### src/rtl/note_pkg.sv
// Shared definitions for the note scroll controller and the bitmap renderer:
// note code encodings, controller state encoding and slot geometry.
package note_pkg;

   localparam int SLOTS  = 10;
   localparam int NOTE_W = 7;

   typedef enum logic [1:0] {
      NOTE_EMPTY = 2'b00,
      NOTE_RED   = 2'b01,
      NOTE_BLUE  = 2'b10
   } note_code_t;

   typedef enum logic [1:0] {
      IDLE  = 2'd0,
      RUN   = 2'd1,
      PAUSE = 2'd2,
      DRAIN = 2'd3
   } state_t;

endpackage

### src/rtl/note_scroll_ctrl_step_div.sv
// Scroll step divider: counts 0..STEP_DIV-1 while enabled, holds while
// disabled, clears on clr; step is high in the cycle the count is at its last
// value and the counter is enabled.
module scroll_step_div #(
   parameter int STEP_DIV = 500000
) (
   input  logic clk,
   input  logic rst_n,
   input  logic en,
   input  logic clr,
   output logic step
);

   localparam int            CW   = (STEP_DIV > 2) ? $clog2(STEP_DIV) : 1;
   localparam logic [CW-1:0] LAST = CW'(STEP_DIV - 1);

   logic [CW-1:0] cnt_q, cnt_d;

   // next count: clear wins, otherwise wrap at LAST when enabled
   always_comb begin
      cnt_d = cnt_q;
      if (clr) begin
         cnt_d = '0;
      end else if (en) begin
         cnt_d = (cnt_q == LAST) ? '0 : cnt_q + 1'b1;
      end
   end

   // counter register with synchronous active-low reset
   always_ff @(posedge clk) begin
      if (!rst_n) cnt_q <= '0;
      else        cnt_q <= cnt_d;
   end

   assign step = en && !clr && (cnt_q == LAST);

endmodule

### src/rtl/note_scroll_ctrl.sv
// Note scroll controller: owns scroll offset and red/blue slot masks, pulls
// one note code per full note-width scroll over a valid/ready handshake.
// Handshake: note_ready is high only in the RUN-state cycle where the slots
// shift; a transfer happens when note_valid and note_ready are both high, and
// a shift with note_valid low loads an empty slot and pulses underflow.
// Optional build macro HIT_JUDGE_EN adds button judging against slot 0.
module note_scroll_ctrl
   import note_pkg::*;
#(
   parameter int STEP_DIV = 500000,
   parameter int SLOTS    = note_pkg::SLOTS,
   parameter int NOTE_W   = note_pkg::NOTE_W
) (
   input  logic             clk,
   input  logic             rst_n,
   input  logic             start,
   input  logic             pause,
   input  logic             chart_end,
   input  logic             note_valid,
   input  logic [1:0]       note_code,
`ifdef HIT_JUDGE_EN
   input  logic             btn_red,
   input  logic             btn_blue,
   output logic             hit,
   output logic             miss,
   output logic [15:0]      score,
`endif
   output logic             note_ready,
   output logic [SLOTS-1:0] red_notes,
   output logic [SLOTS-1:0] blue_notes,
   output logic [2:0]       offset,
   output logic             frame_upd,
   output logic             underflow,
   output logic             busy,
   output state_t           dbg_state
);

   localparam logic [2:0] OFF_LAST = 3'(NOTE_W - 1);

   state_t           state_q, state_d;
   logic [SLOTS-1:0] red_q, red_d, blue_q, blue_d;
   logic [2:0]       offset_q, offset_d;
   logic             frame_upd_q, frame_upd_d;
   logic             underflow_q, underflow_d;
   logic             step, wrap, fetch, div_en, div_clr, drained;
   logic             ins_red, ins_blue;
`ifdef HIT_JUDGE_EN
   logic             hit_q, hit_d, miss_q, miss_d;
   logic [15:0]      score_q, score_d;
`endif

   scroll_step_div #(.STEP_DIV(STEP_DIV)) u_div (
      .clk  (clk),
      .rst_n(rst_n),
      .en   (div_en),
      .clr  (div_clr),
      .step (step)
   );

   assign drained = (red_q == '0) && (blue_q == '0) && (offset_q == 3'd0);

   // FSM state register
   always_ff @(posedge clk) begin
      if (!rst_n) state_q <= IDLE;
      else        state_q <= state_d;
   end

   // FSM next state: pause takes priority over chart_end in RUN
   always_comb begin
      state_d = state_q;
      case (state_q)
         IDLE:    if (start) state_d = RUN;
         RUN:     if (pause) state_d = PAUSE;
                  else if (chart_end) state_d = DRAIN;
         PAUSE:   if (!pause) state_d = RUN;
         DRAIN:   if (drained) state_d = IDLE;
         default: state_d = IDLE;
      endcase
   end

   // FSM outputs: divider control, shift/fetch qualifiers, busy
   always_comb begin
      div_en  = (state_q == RUN) || ((state_q == DRAIN) && !pause);
      div_clr = (state_q == IDLE);
      wrap    = step && (offset_q == OFF_LAST);
      fetch   = wrap && (state_q == RUN);
      busy    = (state_q != IDLE);
   end

   // slot masks, offset, pulses and optional judge
   always_comb begin
      red_d       = red_q;
      blue_d      = blue_q;
      offset_d    = offset_q;
      frame_upd_d = step;
      underflow_d = fetch && !note_valid;
      ins_red     = fetch && note_valid && (note_code == NOTE_RED);
      ins_blue    = fetch && note_valid && (note_code == NOTE_BLUE);
`ifdef HIT_JUDGE_EN
      hit_d   = 1'b0;
      miss_d  = 1'b0;
      score_d = score_q;
      // judge against slot 0 as registered, before any shift this cycle
      if (btn_red && btn_blue) begin
         miss_d = 1'b1;
      end else if (btn_red) begin
         if (red_q[0]) begin hit_d = 1'b1; red_d[0] = 1'b0; end
         else miss_d = 1'b1;
      end else if (btn_blue) begin
         if (blue_q[0]) begin hit_d = 1'b1; blue_d[0] = 1'b0; end
         else miss_d = 1'b1;
      end
      if (wrap && (red_q[0] || blue_q[0]) && !hit_d) miss_d = 1'b1;
      if (hit_d && (score_q != 16'hFFFF)) score_d = score_q + 16'd1;
      if ((state_q == IDLE) && start) score_d = '0;
`endif
      // the shift takes slot 1 from the registered masks, so it overwrites
      // any hit-clear of slot 0 made above
      if (step) begin
         if (offset_q == OFF_LAST) begin
            offset_d = 3'd0;
            red_d    = {ins_red,  red_q[SLOTS-1:1]};
            blue_d   = {ins_blue, blue_q[SLOTS-1:1]};
         end else begin
            offset_d = offset_q + 3'd1;
         end
      end
   end

   // datapath registers with synchronous active-low reset
   always_ff @(posedge clk) begin
      if (!rst_n) begin
         red_q       <= '0;
         blue_q      <= '0;
         offset_q    <= '0;
         frame_upd_q <= 1'b0;
         underflow_q <= 1'b0;
`ifdef HIT_JUDGE_EN
         hit_q       <= 1'b0;
         miss_q      <= 1'b0;
         score_q     <= '0;
`endif
      end else begin
         red_q       <= red_d;
         blue_q      <= blue_d;
         offset_q    <= offset_d;
         frame_upd_q <= frame_upd_d;
         underflow_q <= underflow_d;
`ifdef HIT_JUDGE_EN
         hit_q       <= hit_d;
         miss_q      <= miss_d;
         score_q     <= score_d;
`endif
      end
   end

   assign note_ready = fetch;
   assign red_notes  = red_q;
   assign blue_notes = blue_q;
   assign offset     = offset_q;
   assign frame_upd  = frame_upd_q;
   assign underflow  = underflow_q;
   assign dbg_state  = state_q;
`ifdef HIT_JUDGE_EN
   assign hit   = hit_q;
   assign miss  = miss_q;
   assign score = score_q;
`endif

endmodule

### config.mk
export PLATFORM = sky130hd
export DESIGN_NAME = note_scroll_ctrl
export DESIGN_NICKNAME = d
export VERILOG_FILES = /design/src/rtl/note_pkg.sv /design/src/rtl/note_scroll_ctrl_step_div.sv /design/src/rtl/note_scroll_ctrl.sv
export SDC_FILE = /design/constraint.sdc
export NUM_CORES = 1
export LEC_CHECK = 0
export BUFFER_PORTS_ARGS = -buffer_cell sky130_fd_sc_hd__buf_2
export CAP_MARGIN = 20
export CORE_MARGIN = 3
export CORE_UTILIZATION = 55
export CTS_BUF_LIST = sky130_fd_sc_hd__clkbuf_4
export CTS_CLUSTER_SIZE = 16
export DETAILED_ROUTE_END_ITERATION = 16
export PLACE_DENSITY = 0.79
export SYNTH_ARGS = -nofsm -noshare
export SYNTH_HDL_FRONTEND = slang
export SYNTH_SLANG_ARGS = --single-unit
export TNS_END_PERCENT = 100
### constraint.sdc
create_clock -name clk -period 4.2 [get_ports clk]
set_input_delay 0.84 -clock clk [delete_from_list [all_inputs] [get_ports clk]]
set_output_delay 0.84 -clock clk [all_outputs]
set_load 0.005 [all_outputs]
==> results.sh <==
export IMPL_ant_nets=0
export IMPL_synth_seq_cells=46
export IMPL_route_detailed_drc=0
export IMPL_dieWidth_um=67.9
export IMPL_root_buffer="clkbuf_4"
export IMPL_grt_pass1_vias=1624
export IMPL_p_sw_w=0.000174
export IMPL_gp_congestion=0.774
export IMPL_layout_cells_most_common="dfxtp_1"
export IMPL_max_cap_violations=0
export IMPL_yosys_cell_types_count=41
export IMPL_synth_top_family_by_area="simple AND/OR/NAND/NOR gates"
export IMPL_cts_setup_buffers=0
export IMPL_hold_viol=0
export IMPL_startpoint_type="input port"
export IMPL_holdCritPathClass="reg -> reg"
export IMPL_synth_xor_area_share=0.0374
export IMPL_finalWirelength_mm=4.22
export IMPL_path_class="in -> out"
export IMPL_drv_slew=0
export IMPL_clock_latency_ns=0.36
export IMPL_synthMuxAreaShare=0.0996
export IMPL_diodes=0
export IMPL_finClkSkew_ns=0.0143
export IMPL_r2r_slack_ns=2.11
export IMPL_num_rows=21
export IMPL_antenna_found_initial=0
export IMPL_cts_tree="yes"
export IMPL_drive_gt1_frac=0.215
export IMPL_vias_per_cell=5.67
export IMPL_vias=1742
export IMPL_ir_worst_vdd_v=0.000198
export IMPL_power_frac_clock=0.354
export IMPL_fill_cells=298
export IMPL_worstMarginPinSlew_ns=0.578
export IMPL_fin_nets=269
export IMPL_final_cell_mix="dfxtp_1 (46), buf_2 (36), nand2_1 (29)"
export IMPL_whs_ns=0.494
export IMPL_core_area_um2=3520
export IMPL_period_needed_ns=3.24
export IMPL_synth_warnings=0
export IMPL_slew_headroom=0.614
export IMPL_synthSimpleGateAreaFrac=0.275
export IMPL_clk_pin_slew_worst_paths_ns=0.12
export IMPL_combPwrFrac=0.068
export IMPL_ctsHoldBuffers=0
export IMPL_synth_compound_area_share=0.0985
export IMPL_setup_tns_ns=0
export IMPL_cts_resized=0
export IMPL_drt_pass1_iterations=4
export IMPL_fin_util=0.672
export IMPL_syn_inst=227
export IMPL_syn2layout_area_growth_pct=12.2
export IMPL_worst_r2r_path_depth=5
export IMPL_grt_total_usage=0.198
export IMPL_wl_per_cell_um=13.7
export IMPL_finalSetupViolations=0
export IMPL_placement_io_buffers=36
export IMPL_p_leak_nw=0.922
export IMPL_synth_nets=236
export IMPL_internal_power_w=0.000599
export IMPL_clock_sinks=46
export IMPL_ys_seq_area_frac=0.437
export IMPL_avgSynthCellArea_um2=9.29
export IMPL_rsz0062_at_grt="false"
export IMPL_io_pins=37
export IMPL_htree_levels=2
export IMPL_cts_made_buffers=5
export IMPL_syn_area_um2=2110
export IMPL_grt_pass1_wl_mm=7.07
export IMPL_required_ns=3.36
export IMPL_crit_fanout=13
export IMPL_grt_start_max_net_pins=29
export IMPL_max_freq_ghz=0.309
export IMPL_dpl_hpwl_mm=3.10
export IMPL_yosys_area_share_adder=0.00593
export IMPL_seq_power_share=0.578
export IMPL_powerDensity_nw_per_um2=327
export IMPL_dieArea_um2=4610
export IMPL_finalCritPeriodShare=0.770
export IMPL_hold_depth=2
export IMPL_first_iter_violations=115
export IMPL_netSwitchingFraction=0.225
export IMPL_fp_dieH_um=67.9
export IMPL_end_kind="output port"
export IMPL_start_util=0.599
export IMPL_status="complete, no violations"
export IMPL_p_total_w=0.000774
export IMPL_arrival_ns=2.40
export IMPL_cts_path_max_buffers=2
export IMPL_overflow=0
-- stage by stage --
stage / setup slack [ns] / std cells / cell area (um^2)
floorplan: 1.39 / 227 / 2110
global placement: 0.983 / 299 / 2280
detailed placement: 0.959 / 299 / 2280
CTS: 0.963 / 307 / 2370
global route: 0.844 / 307 / 2370
finish: 0.964 / 307 / 2370
-- power groups by stage --
stage	Clock (W)	Combinational, W	Sequential [W]
global route	0.000298	0.0000586	0.000448
detailed placement	0	0.0000525	0.000457
floorplan	0	0.0000442	0.000453
finish	0.000274	0.0000523	0.000447
global placement	0	0.0000519	0.000456
CTS	0.000278	0.0000525	0.000447
-- cells in the mapped netlist (all sizes together) --
cell type,instances,area [um^2]
dfxtp,46,921
nand2,29,109
mux2i,21,210
a21oi,15,75.1
nor2,14,52.6
nand4,10,75.1
o21ai,10,50.1
buf,8,66.3
and3,7,43.8
nor4,7,50.1
or3,7,43.8
xor2,7,61.3
inv,6,22.5
nand3,6,42.5
or4,4,33.8
and2,3,18.8
and4,3,26.3
clkbuf,3,11.3
nand3b,2,15.0
nor4b,2,23.8
o31ai,2,15.0
o41ai,2,17.5
xnor2,2,17.5
a211oi,1,7.51
a21boi,1,18.8
a21o,1,7.51
and4b,1,10.0
ha,1,12.5
nor2b,1,6.26
nor3,1,10.0
nor3b,1,12.5
o21a,1,7.51
o221ai,1,8.76
or2,1,6.26
-- metal layers --
metal / track usage / routed length [um] / up-vias
met5: 0 / 0 / -
met4: 0.0571 / 41 / 0
met3: 0.0476 / 164 / 7
met2: 0.321 / 1920 / 30
met1: 0.261 / 2090 / 819
li1: - / - / 886
-- cell type report --
type,count,area (um^2),area share
inverter,6,22.5,0.00952
tap,46,57.6,0.0243
sequential,46,921,0.389
multi-input combinational,164,1090,0.463
clock buffer,7,52.6,0.0222
clock inverter,1,30.0,0.0127
timing repair buffer,37,188,0.0793
-- flip-flops by register name, indices dropped and copies added (netlist names) --
signal       cells
offset           3
underflow        1
dbg_state        2
u_div.cnt_q     19
red_notes       10
blue_notes      10
frame_upd        1
-- final timing paths --
kind / to / from
worst min register to register: red_notes[0]$_SDFFE_PN0N_ / red_notes[0]$_SDFFE_PN0N_
worst max-delay path: note_ready / pause
worst min-delay path: red_notes[0]$_SDFFE_PN0N_ / red_notes[0]$_SDFFE_PN0N_
worst max register to register: blue_notes[7]$_SDFFE_PN0N_ / dbg_state[0]$_SDFFE_PN0P_
-- worst max-delay path: stages --
cell,delay (ns)
buf_2,0.13
a21boi_4,0.38
nand3_4,0.15
or4_4,0.61
nor3b_2,0.16
buf_2,0.12
-- cells by family after synthesis --
logic type	count (synthesis)
simple gates	99
flops	46
fa+ha+maj	1
compound gates	34
xor+xnor	9
buf+inv	17
mux	21
Note: power is estimated with default switching activity, not from simulation.
